--- src/rtl/fb_pkg.sv ---
// Shared state encodings and width helpers for the frame-buffer swap controller.
package fb_pkg;

    localparam logic [1:0] ST_CLEAR   = 2'd0;
    localparam logic [1:0] ST_DRAW    = 2'd1;
    localparam logic [1:0] ST_WAIT_VS = 2'd2;

    // Smallest width able to index v distinct values
    function automatic int unsigned clog2(input int unsigned v);
        int unsigned r;
        r = 0;
        for (int i = 0; i < 32; i++) begin
            if ((32'd1 << i) < v) r = i + 1;
        end
        return r;
    endfunction

    // Buffer index width: 1 bit for double, 2 bits for triple buffering
    function automatic int unsigned buf_width(input int unsigned nb);
        return (nb > 2) ? 2 : 1;
    endfunction

endpackage

--- src/rtl/fb_clear_engine.sv ---
// Sweeps one buffer with CLEAR_COLOR, one pixel per cycle while start is held.
module fb_clear_engine
    import fb_pkg::*;
#(
    parameter int unsigned PIXELS      = 307200,
    parameter int unsigned ADDR_W      = 19,
    parameter int unsigned BUF_W       = 1,
    parameter int unsigned CLR_BITS    = 6,
    parameter int unsigned CLEAR_COLOR = 0
) (
    input  logic                      clk,
    input  logic                      rst_n,
    input  logic                      start,
    input  logic [BUF_W-1:0]          buf_idx,
    output logic                      clr_we_c,
    output logic [BUF_W+ADDR_W-1:0]   clr_addr_c,
    output logic [CLR_BITS-1:0]       clr_data_c,
    output logic                      done_c
);

    localparam logic [ADDR_W-1:0] LAST = ADDR_W'(PIXELS - 1);

    logic [ADDR_W-1:0] clr_cnt_q, clr_cnt_d;

    // Counter advances while clearing and returns to zero otherwise or after the last pixel
    always_comb begin
        clr_cnt_d = '0;
        if (start && (clr_cnt_q != LAST)) clr_cnt_d = clr_cnt_q + ADDR_W'(1);
    end

    // Counter register
    always_ff @(posedge clk or negedge rst_n) begin
        if (!rst_n) clr_cnt_q <= '0;
        else        clr_cnt_q <= clr_cnt_d;
    end

    assign clr_we_c   = start;
    assign clr_addr_c = {buf_idx, clr_cnt_q};
    assign clr_data_c = CLR_BITS'(CLEAR_COLOR);
    assign done_c     = start && (clr_cnt_q == LAST);

endmodule

--- src/rtl/fb_swap_controller.sv ---
// Double/triple frame-buffer controller: clears the draw buffer, muxes clear and
// drawer writes onto one registered write port, and swaps roles on v_sync rising edges.
module fb_swap_controller
    import fb_pkg::*;
#(
    parameter int unsigned H_RES       = 640,
    parameter int unsigned V_RES       = 480,
    parameter int unsigned CLR_BITS    = 6,
    parameter int unsigned NUM_BUF     = 2,
    parameter int unsigned CLEAR_COLOR = 0,
    localparam int unsigned PIXELS     = H_RES * V_RES,
    localparam int unsigned ADDR_W     = clog2(PIXELS),
    localparam int unsigned BUF_W      = buf_width(NUM_BUF)
) (
    input  logic                      clk,
    input  logic                      rst_n,
    input  logic                      v_sync,
    input  logic                      clear_en,
    input  logic                      frame_done,
    input  logic                      draw_we,
    input  logic [ADDR_W-1:0]         draw_addr,
    input  logic [CLR_BITS-1:0]       draw_data,
    output logic                      draw_ready,
    input  logic [ADDR_W-1:0]         vga_addr,
    output logic [BUF_W+ADDR_W-1:0]   rd_addr,
    output logic                      wr_en,
    output logic [BUF_W+ADDR_W-1:0]   wr_addr,
    output logic [CLR_BITS-1:0]       wr_data,
    output logic                      draw_err,
    output logic [15:0]               frame_cnt
);

    logic [1:0]                state_q, state_d;
    logic [BUF_W-1:0]          disp_q, disp_d;
    logic [BUF_W-1:0]          draw_q, draw_d;
    logic [BUF_W-1:0]          pend_q, pend_d;
    logic                      pend_valid_q, pend_valid_d;
    logic                      vs_q;
    logic                      wr_en_q, wr_en_d;
    logic [BUF_W+ADDR_W-1:0]   wr_addr_q, wr_addr_d;
    logic [CLR_BITS-1:0]       wr_data_q, wr_data_d;
    logic                      draw_ready_q, draw_ready_d;
    logic                      draw_err_q, draw_err_d;
    logic [15:0]               frame_cnt_q, frame_cnt_d;

    logic                      vs_rise_c;
    logic                      draw_ok_c;
    logic                      clr_start_c;
    logic                      clr_we_c;
    logic [BUF_W+ADDR_W-1:0]   clr_addr_c;
    logic [CLR_BITS-1:0]       clr_data_c;
    logic                      clr_done_c;

    assign vs_rise_c   = v_sync & ~vs_q;
    assign draw_ok_c   = draw_we && draw_ready_q && (32'(draw_addr) < PIXELS);
    assign clr_start_c = (state_q == ST_CLEAR) && clear_en;

    fb_clear_engine #(
        .PIXELS      (PIXELS),
        .ADDR_W      (ADDR_W),
        .BUF_W       (BUF_W),
        .CLR_BITS    (CLR_BITS),
        .CLEAR_COLOR (CLEAR_COLOR)
    ) u_clear (
        .clk        (clk),
        .rst_n      (rst_n),
        .start      (clr_start_c),
        .buf_idx    (draw_q),
        .clr_we_c   (clr_we_c),
        .clr_addr_c (clr_addr_c),
        .clr_data_c (clr_data_c),
        .done_c     (clr_done_c)
    );

    // Role FSM, write mux and counters
    always_comb begin
        state_d      = state_q;
        disp_d       = disp_q;
        draw_d       = draw_q;
        pend_d       = pend_q;
        pend_valid_d = pend_valid_q;
        wr_en_d      = 1'b0;
        wr_addr_d    = wr_addr_q;
        wr_data_d    = wr_data_q;
        draw_err_d   = draw_err_q;
        frame_cnt_d  = frame_cnt_q;

        // Clear and draw never overlap: clear runs only in CLEAR, draws only when ready
        if (clr_we_c) begin
            wr_en_d   = 1'b1;
            wr_addr_d = clr_addr_c;
            wr_data_d = clr_data_c;
        end else if (draw_ok_c) begin
            wr_en_d   = 1'b1;
            wr_addr_d = {draw_q, draw_addr};
            wr_data_d = draw_data;
        end
        if (draw_we && !draw_ok_c) draw_err_d = 1'b1;

        case (state_q)
            ST_CLEAR: begin
                if (!clear_en || clr_done_c) state_d = ST_DRAW;
            end
            ST_DRAW: begin
                if (frame_done) begin
                    if (NUM_BUF == 2) begin
                        if (vs_rise_c) begin
                            disp_d      = draw_q;
                            draw_d      = disp_q;
                            frame_cnt_d = frame_cnt_q + 16'd1;
                            state_d     = ST_CLEAR;
                        end else begin
                            state_d = ST_WAIT_VS;
                        end
                    end else if (vs_rise_c) begin
                        // Fresh frame shown at once; any older pending frame is discarded
                        disp_d       = draw_q;
                        draw_d       = disp_q;
                        pend_valid_d = 1'b0;
                        frame_cnt_d  = frame_cnt_q + 16'd1;
                        state_d      = ST_CLEAR;
                    end else if (!pend_valid_q) begin
                        // Indices 0..2 sum to 3, so the free buffer is the remainder
                        pend_d       = draw_q;
                        pend_valid_d = 1'b1;
                        draw_d       = BUF_W'(3) - disp_q - draw_q;
                        state_d      = ST_CLEAR;
                    end else begin
                        state_d = ST_WAIT_VS;
                    end
                end
            end
            ST_WAIT_VS: begin
            end
            default: state_d = ST_CLEAR;
        endcase

        // Swaps on v_sync not already handled by the frame_done path above
        if (vs_rise_c && !((state_q == ST_DRAW) && frame_done)) begin
            if (NUM_BUF == 2) begin
                if (state_q == ST_WAIT_VS) begin
                    disp_d      = draw_q;
                    draw_d      = disp_q;
                    frame_cnt_d = frame_cnt_q + 16'd1;
                    state_d     = ST_CLEAR;
                end
            end else if (pend_valid_q) begin
                disp_d       = pend_q;
                pend_valid_d = 1'b0;
                frame_cnt_d  = frame_cnt_q + 16'd1;
                if (state_q == ST_WAIT_VS) begin
                    pend_d       = draw_q;
                    pend_valid_d = 1'b1;
                    draw_d       = disp_q;
                    state_d      = ST_CLEAR;
                end
            end
        end

        draw_ready_d = (state_d == ST_DRAW);
    end

    // State and output registers
    always_ff @(posedge clk or negedge rst_n) begin
        if (!rst_n) begin
            state_q      <= ST_CLEAR;
            disp_q       <= '0;
            draw_q       <= BUF_W'(1);
            pend_q       <= '0;
            pend_valid_q <= 1'b0;
            vs_q         <= 1'b0;
            wr_en_q      <= 1'b0;
            wr_addr_q    <= '0;
            wr_data_q    <= '0;
            draw_ready_q <= 1'b0;
            draw_err_q   <= 1'b0;
            frame_cnt_q  <= '0;
        end else begin
            state_q      <= state_d;
            disp_q       <= disp_d;
            draw_q       <= draw_d;
            pend_q       <= pend_d;
            pend_valid_q <= pend_valid_d;
            vs_q         <= v_sync;
            wr_en_q      <= wr_en_d;
            wr_addr_q    <= wr_addr_d;
            wr_data_q    <= wr_data_d;
            draw_ready_q <= draw_ready_d;
            draw_err_q   <= draw_err_d;
            frame_cnt_q  <= frame_cnt_d;
        end
    end

    assign rd_addr    = {disp_q, vga_addr};
    assign wr_en      = wr_en_q;
    assign wr_addr    = wr_addr_q;
    assign wr_data    = wr_data_q;
    assign draw_ready = draw_ready_q;
    assign draw_err   = draw_err_q;
    assign frame_cnt  = frame_cnt_q;

endmodule

--- config.mk ---
export PLATFORM = sky130hd
export DESIGN_NAME = fb_swap_controller
export DESIGN_NICKNAME = d
export VERILOG_FILES = /design/src/rtl/fb_pkg.sv /design/src/rtl/fb_clear_engine.sv /design/src/rtl/fb_swap_controller.sv
export SDC_FILE = /design/constraint.sdc
export NUM_CORES = 1
export LEC_CHECK = 0
export CORE_MARGIN = 2
export CORE_UTILIZATION = 45
export DETAILED_ROUTE_END_ITERATION = 6
export GPL_ROUTABILITY_DRIVEN = 0
export PLACE_DENSITY = 0.79
export SYNTH_ARGS = -nofsm -noshare
export SYNTH_HDL_FRONTEND = slang
export SYNTH_SLANG_ARGS = --single-unit
export TNS_END_PERCENT = 20
--- constraint.sdc ---
create_clock -name clk -period 2.7 [get_ports clk]
set_clock_uncertainty 0.05 [all_clocks]
set_input_delay 0.405 -clock clk [delete_from_list [all_inputs] [get_ports clk]]
set_output_delay 0.405 -clock clk [all_outputs]
set_load 0.005 [all_outputs]
==> results of run 1 <==
-- how the worst max path moves through the flow --
stage,startpoint,to,cells after the start
6_report,u_clear.clr_cnt_q[4],u_clear.clr_cnt_q[4],4
5_1_grt,u_clear.clr_cnt_q[4],u_clear.clr_cnt_q[6],4
4_1_cts,u_clear.clr_cnt_q[5],u_clear.clr_cnt_q[4],4
3_5_place_dp,clear_en,wr_addr[1],6
3_3_place_gp,clear_en,wr_addr[16],5
2_1_floorplan,u_clear.clr_cnt_q[0],u_clear.clr_cnt_q[11],7
-- flip-flops by register name (all words and copies together) (netlist names) --
name and cells:
state_q 2, vs_q 1, draw_err 1, disp_q 1
draw_ready 1, frame_cnt 16, wr_addr 20, wr_en 1
wr_data 6, draw_q 1, u_clear.clr_cnt_q 19
-- stage by stage --
step | setup slack [ps] | area (µm²) | hold slack, ps | utilization
after floorplan | 694.1 | 3298 | 59.41 | -
after global placement | 374.4 | 4041 | 412.0 | 0.5632
after detailed placement | 340.3 | 4041 | 423.0 | 0.5632
after CTS | 544.2 | 4233 | 235.1 | 0.5899
after global routing | 440.3 | 4233 | 309.6 | 0.5899
final | 528.6 | 4233 | 195.8 | 0.5899
-- layer usage --
| layer | up-vias | global-route usage | routed length, µm |
|---|---|---|---|
| li1 | 1094 | - | - |
| met1 | 1120 | 0.2467 | 3202 |
| met2 | 70 | 0.2540 | 2995 |
| met3 | 9 | 0.05302 | 360 |
| met4 | 0 | 0.06920 | 87 |
| met5 | - | 0 | 0 |
-- power breakdown --
| group | switching, mW | leakage, nW | internal [mW] |
|---|---|---|---|
| registers | 0.182 | 0.901 | 1.28 |
| logic | 0.423 | 0.765 | 0.751 |
| clock network | 0.366 | 0.103 | 0.446 |
| total | 0.970 | 1.77 | 2.48 |
-- cell usage in the layout, fill, tap and decap left out, types with 2 or more instances in the layout --
master           count
clkdlybuf4s50_1     75
dfrtp_1             68
mux2_2              39
xnor2_1             23
nor2_1              20
nand2_1             14
clkbuf_8            10
nand3_1              9
inv_1                8
nand4_1              7
xor2_1               7
buf_4                7
a22o_1               6
and3_1               5
o21ai_0              5
and4_1               4
nor3_1               4
a21oi_1              4
nor4_1               4
clkinv_2             4
or4_1                2
nor4b_1              2
o31a_1               2
nand2b_1             2
a211oi_1             2
ha_1                 2
-- final cells by class --
cell class | count | area, µm² | share of cell area
Inverter | 8 | 30.03 | 0.007094
Clock inverter | 5 | 50.05 | 0.01182
Multi-Input combinational cell | 176 | 1351 | 0.3192
Tap cell | 99 | 123.9 | 0.02926
Sequential cell | 69 | 1728 | 0.4082
Clock buffer | 11 | 141.4 | 0.03340
Timing Repair Buffer | 83 | 808.3 | 0.1910
-- cells by family after synthesis --
logic type / count (synthesis) / synth area share
mux: 39 / 0.1332
fa+ha+maj: 2 / 0.007586
simple gates: 79 / 0.1309
flops: 69 / 0.5239
xor+xnor: 30 / 0.07967
compound gates: 26 / 0.05843
buf+inv: 36 / 0.06639
==> summary.txt, run 1 <==
Yosys
  • Primary FF master, synth: dfrtp_1
  • Post-synth ARST share: 1.000
  • Area of the mapped netlist: between 0.003 and 0.004 mm²
  • Mean Syn Cell Area: between 10 and 15 µm²
  • Share of the synthesized area in the top cell type: 0.5159
  • Post-synth top cells: 68 x dfrtp_1, 39 x mux2_2, 23 x xnor2_1, 21 x buf_4, 20 x nor2_1
  • Cells after synthesis: 281
  • Syn Nets: 333
  • Count leader, synth: dfrtp_1
  • Sequential share of the synthesized area: 0.5239
  • Area leader, netlist: dfrtp_1
  • EDFF count, synth: 0
  • Synth cell types: 39
  • Main area contributors after synthesis: dfrtp_1 52%, mux2_2 13%, xnor2_1 6.1%
  • Synth Register Bits: 69
  • Synthesis Warnings: 0

Routing
  • Via Count: 2293
  • Initial DRC count: ~160
  • Total Wirelength: 6.645 mm
  • Drt pass-1 iters: 4
  • Vias per inst: 5.084
  • DRC: 0
  • Post-route antenna net violation count: 0
  • Avg WL per Cell: 14.73 µm

STA
  • Final period util: 0.8042
  • Max_slew headroom: 0.4236
  • Final setup vio count: 0
  • RSZ-0062 raised after global routing: no
  • Min Tclk post-route: 2171 ps
  • Max frequency: roughly 460 MHz
  • Setup_tns: 0 ps
  • Worst Tran Pin Value: roughly 860 ps
  • Final hold violation count: 0
  • Max-slew violations: 0

Pwr
  • Leakage: about 1.8 nW
  • PwrDens: ~800 mW/mm²
  • Max VDD drop: 0.0004785 V
  • Design Power: approximately 3.4 mW

GRT
  • Initial antenna violation count: 0
  • GRT overflow: 0
  • GRT Util Overall: 0.1752
  • Vias in the first global route: 2223
  • Largest net degree at the start of global routing: 70
  • First-pass GRT wire length: 10.59 mm

Worst setup path
  • RR Startpoint: u_clear.clr_cnt_q[4]
  • Reg2reg path depth: 4
  • Setup CP Type: flip-flop to flip-flop
  • Reg-to-reg slack, setup: around 530 ps
  • R2R Path End: u_clear.clr_cnt_q[4]
  • Critical Path RT: between 2000 and 3000 ps
  • Worst path max stage delay: 710 ps
  • Crit Path Max Fanout: 16
  • CP Cell Sequence: nand4_4, or4_1, o21ai_4, nor2_1
  • Crit. End Element: flip-flop
  • Worst EP arrival: 2320 ps
  • Cell family with most CP delay: simple AND/OR/NAND/NOR gates
  • CP Buf/Inv Count: 0
  • CP startpoint kind: flip-flop
  • Worst path slowest cell: or4_1

Cells and area
  • Layout area overhead: 28.34%
  • Post-Layout Cell Count: 451
  • Share of cells above drive strength 1: 0.1932
  • Filler cell count: around 590
  • N_diodes: 0
  • Net count reported at finish: 399

Die
  • Die Wd: roughly 90 µm
  • DIE HEIGHT: 89.61 µm
  • Die ar.: 0.008030 mm²
  • # rows: 31
  • Initial Util: 0.4596
  • Ports: about 120
  • Core area: 0.007176 mm²

Job
  • Max cap viols: 0

CTS
  • H-tree Lvls: 3
  • Cts repair resizes: 0
  • Worst-Skew Late Latency: 330 ps
  • Num CTS Buffers: 9
  • Hold buffer count at CTS: 0
  • Reg clk slew, reported paths: 60 ps
  • Root Buffer: clkbuf_8
  • Longest Clk Path Bufs: 2
  • TritonCTS Sinks: 69
  • Postcts setup bufs: 0
  • CTS tree: done

Status
  • Outcome: finished clean

Min path
  • Hold Crit Class: input port to async pin

Placement
  • IO buf count: 76
  • Hpwl dp: 4.626 mm
  • DP Cell Count: 435
Power figures use the tool's default switching activity.
==> run 2: changes to the inputs <==
Settings changed: CORE_UTILIZATION 45 to 41, PLACE_DENSITY 0.79 to 0.76.
Clock period 2.7 ns to 1.9 ns, I/O delays scaled along.
==> run 2 against run 1 <==
- sequential share of layout area is 3.1 points lower
- largest power group unchanged
- clock power increased by 97%
- critical path depth rose by 1
- critical endpoint is now u_clear.clr_cnt_q[17]
- utilization is essentially flat
- sequential cell count did not move
- worst setup slack worse by 440 ps
- maximum frequency increased by 20%
- largest cell class unchanged
==> summary.txt, run 2 (synthesized netlist as in run 1, its figures left out) <==
Status
  • Outcome: finished clean (unchanged)

Routing
  • Vias per inst: 4.992 (was 5.084)
  • Via Count: 2381 (was 2293)
  • DR WL met3: 423 µm (was 360 µm)
  • Initial DRC count: 52 (was 163)
  • Total Wirelength: 6.879 mm (was 6.645 mm)
  • Metal2 WL: 3.161 mm (was 2.995 mm)
  • Drt pass-1 iters: 4 (unchanged)
  • Metal-1 WL: 3.142 mm (was 3.202 mm)
  • DRC: 0 (unchanged)
  • Max layer used: met4 (unchanged)
  • Avg WL per Cell: 14.42 µm (was 14.73 µm)
  • Post-route antenna net violation count: 0 (unchanged)

Cells and area
  • Multi-input gate area: 0.001389 mm² (was 0.001351 mm²)
  • Commonest non-fill, non-tap cell in the layout: clkdlybuf4s50_1 (unchanged)
  • Filler cell count: 644 (was 592)
  • Net count reported at finish: 422 (was 399)
  • Layout area overhead: 38.85% (was 28.34%)
  • Largest register FFs: 20 (unchanged)
  • Most frequent cells in the layout: 75 x clkdlybuf4s50_1, 68 x dfrtp_1, 39 x mux2_2 (unchanged)
  • FF/Latch Area: 0.001728 mm² (unchanged)
  • Fin util: 0.5896 (was 0.5899)
  • Share of cells above drive strength 1: 0.2560 (was 0.1932)
  • N_diodes: 0 (unchanged)

Placement
  • IO buf count: 76 (unchanged)
  • Hpwl dp: 4.785 mm (was 4.626 mm)
  • Place WS: -324.2 ps (was 340.3 ps)

STA
  • RSZ-0062 raised after global routing: no (unchanged)
  • PnR worst setup slack: 87.32 ps (was 528.6 ps)
  • Max-slew violations: 0 (unchanged)
  • Final setup vio count: 0 (unchanged)
  • Final hold violation count: 0 (unchanged)
  • Min Tclk post-route: 1813 ps (was 2171 ps)
  • Max frequency: 551.7 MHz (was 460.5 MHz)
  • Max_slew headroom: 0.7160 (was 0.4236)
  • Worst Tran Pin Value: 423.7 ps (was 864.6 ps)
  • Final period util: 0.9540 (was 0.8042)
  • Setup_tns: 0 ps (unchanged)

Die
  • Initial Util: 0.4246 (was 0.4596)
  • Die ar.: 0.008778 mm² (was 0.008030 mm²)
  • # rows: 32 (was 31)
  • Core area: 0.007767 mm² (was 0.007176 mm²)
  • Ports: 115 (unchanged)
  • DIE HEIGHT: 93.69 µm (was 89.61 µm)
  • Die Wd: 93.69 µm (was 89.61 µm)

CTS
  • Worst-Skew Late Latency: 340 ps (was 330 ps)
  • TritonCTS Sinks: 69 (unchanged)
  • Root Buffer: clkbuf_8 (unchanged)
  • Longest Clk Path Bufs: 2 (unchanged)
  • Num CTS Buffers: 9 (unchanged)
  • CTS tree: done (unchanged)
  • Reg clk slew, reported paths: 70 ps (was 60 ps)
  • H-tree Lvls: 3 (unchanged)

Pwr
  • Max VDD drop: 0.0006104 V (was 0.0004785 V)
  • Design Power: 5.507 mW (was 3.448 mW)
  • PwrDens: 1203 mW/mm² (was 814.6 mW/mm²)
  • Leakage: 1.941 nW (was 1.769 nW)

Job
  • Max cap viols: 0 (unchanged)

GRT
  • Initial antenna violation count: 0 (unchanged)
  • Largest net degree at the start of global routing: 70 (unchanged)
  • GRT overflow: 0 (unchanged)
  • First-pass GRT wire length: 11.39 mm (was 10.59 mm)
  • GRT Util Overall: 0.1676 (was 0.1752)
  • Vias in the first global route: 2367 (was 2223)

Worst setup path
  • Crit Path Max Fanout: 9 (was 16)
  • CP Cell Sequence: nand4_4, buf_4, or2_2, or4_1, a21oi_1 (was nand4_4, or4_1, o21ai_4, nor2_1)
  • Cell family with most CP delay: simple AND/OR/NAND/NOR gates (unchanged)
  • Worst path max stage delay: 530 ps (was 710 ps)
  • CP startpoint kind: flip-flop (unchanged)
  • Worst EP arrival: 2030 ps (was 2320 ps)
  • Reg-to-reg slack, setup: 90 ps (was 530 ps)
  • Critical Path RT: 2110 ps (was 2850 ps)
  • CP Buf/Inv Count: 1 (was 0)
  • Worst path slowest cell: or4_1 (unchanged)
  • Setup CP Type: flip-flop to flip-flop (unchanged)
  • Crit. End Element: flip-flop (unchanged)

Min path
  • Hold Crit Class: input port to flip-flop (was input port to async pin)
==> run 2: repair_timing <==
action                                 in CTS  in global routing
setup buffers                               0                  0
hold buffers                                1                  0
gates resized for setup                     0                  3
endpoints found under the hold margin      68                  0
setup endpoints to repair                   0                 29
==> run 2: metal layers <==
metal  vias to the layer above  global-route usage
met5                         -                   0
met3                        23             0.05136
met4                         0             0.07609
met2                        77              0.2524
li1                       1143                   -
met1                      1138              0.2224
==> run 2: final timing paths <==
path | startpoint | endpoint | depth (start not counted)
max reg2reg | u_clear.clr_cnt_q[6] | u_clear.clr_cnt_q[17] | 5
max in group asynchronous | rst_n | draw_q | 3
min in group asynchronous | rst_n | frame_cnt[14] | 3
min | v_sync | vs_q | 1
min reg2reg | frame_cnt[15] | frame_cnt[15] | 1
max | u_clear.clr_cnt_q[6] | u_clear.clr_cnt_q[17] | 5
==> run 2: where the power goes <==
group / leakage [nW] / internal [mW] / switching [mW] / total (mW)
sequential: 0.901 / 1.82 / 0.240 / 2.06
combinational: 0.903 / 1.21 / 0.635 / 1.85
clock: 0.136 / 1.04 / 0.560 / 1.60
==> run 2: per-stage QoR <==
| step | std cells | hold slack (ps) | area [µm²] |
|---|---|---|---|
| 3_3_place_gp | 460 | 282.9 | 4287 |
| 3_5_place_dp | 460 | 287.3 | 4287 |
| 2_1_floorplan | 281 | -60.59 | 3334 |
| 4_1_cts | 477 | 381.1 | 4568 |
| 6_report | 477 | 398.4 | 4579 |
| 5_1_grt | 477 | 370.6 | 4579 |
==> run 2: layout make-up <==
| type | count | share of cell area |
|---|---|---|
| tap | 102 | 0.02787 |
| timing repair buffer | 106 | 0.2257 |
| inverter | 8 | 0.006557 |
| sequential | 69 | 0.3773 |
| clock inverter | 6 | 0.02923 |
| clock buffer | 10 | 0.03005 |
| multi-input combinational | 176 | 0.3033 |
==> run 3: changes to the inputs <==
Settings changed: SKIP_CTS_REPAIR_TIMING set to 1.
==> results of run 3 <==
Same layout as run 2: the final DEF is identical, and so are final timing and power.
Main changes from that run: wire length of the first global-routing pass 11390 µm -> 11370 µm; via count of the first global-routing pass 2367 -> 2369; overall routing resource usage 0.1676 -> 0.1674; met1 usage 0.2224 -> 0.2218
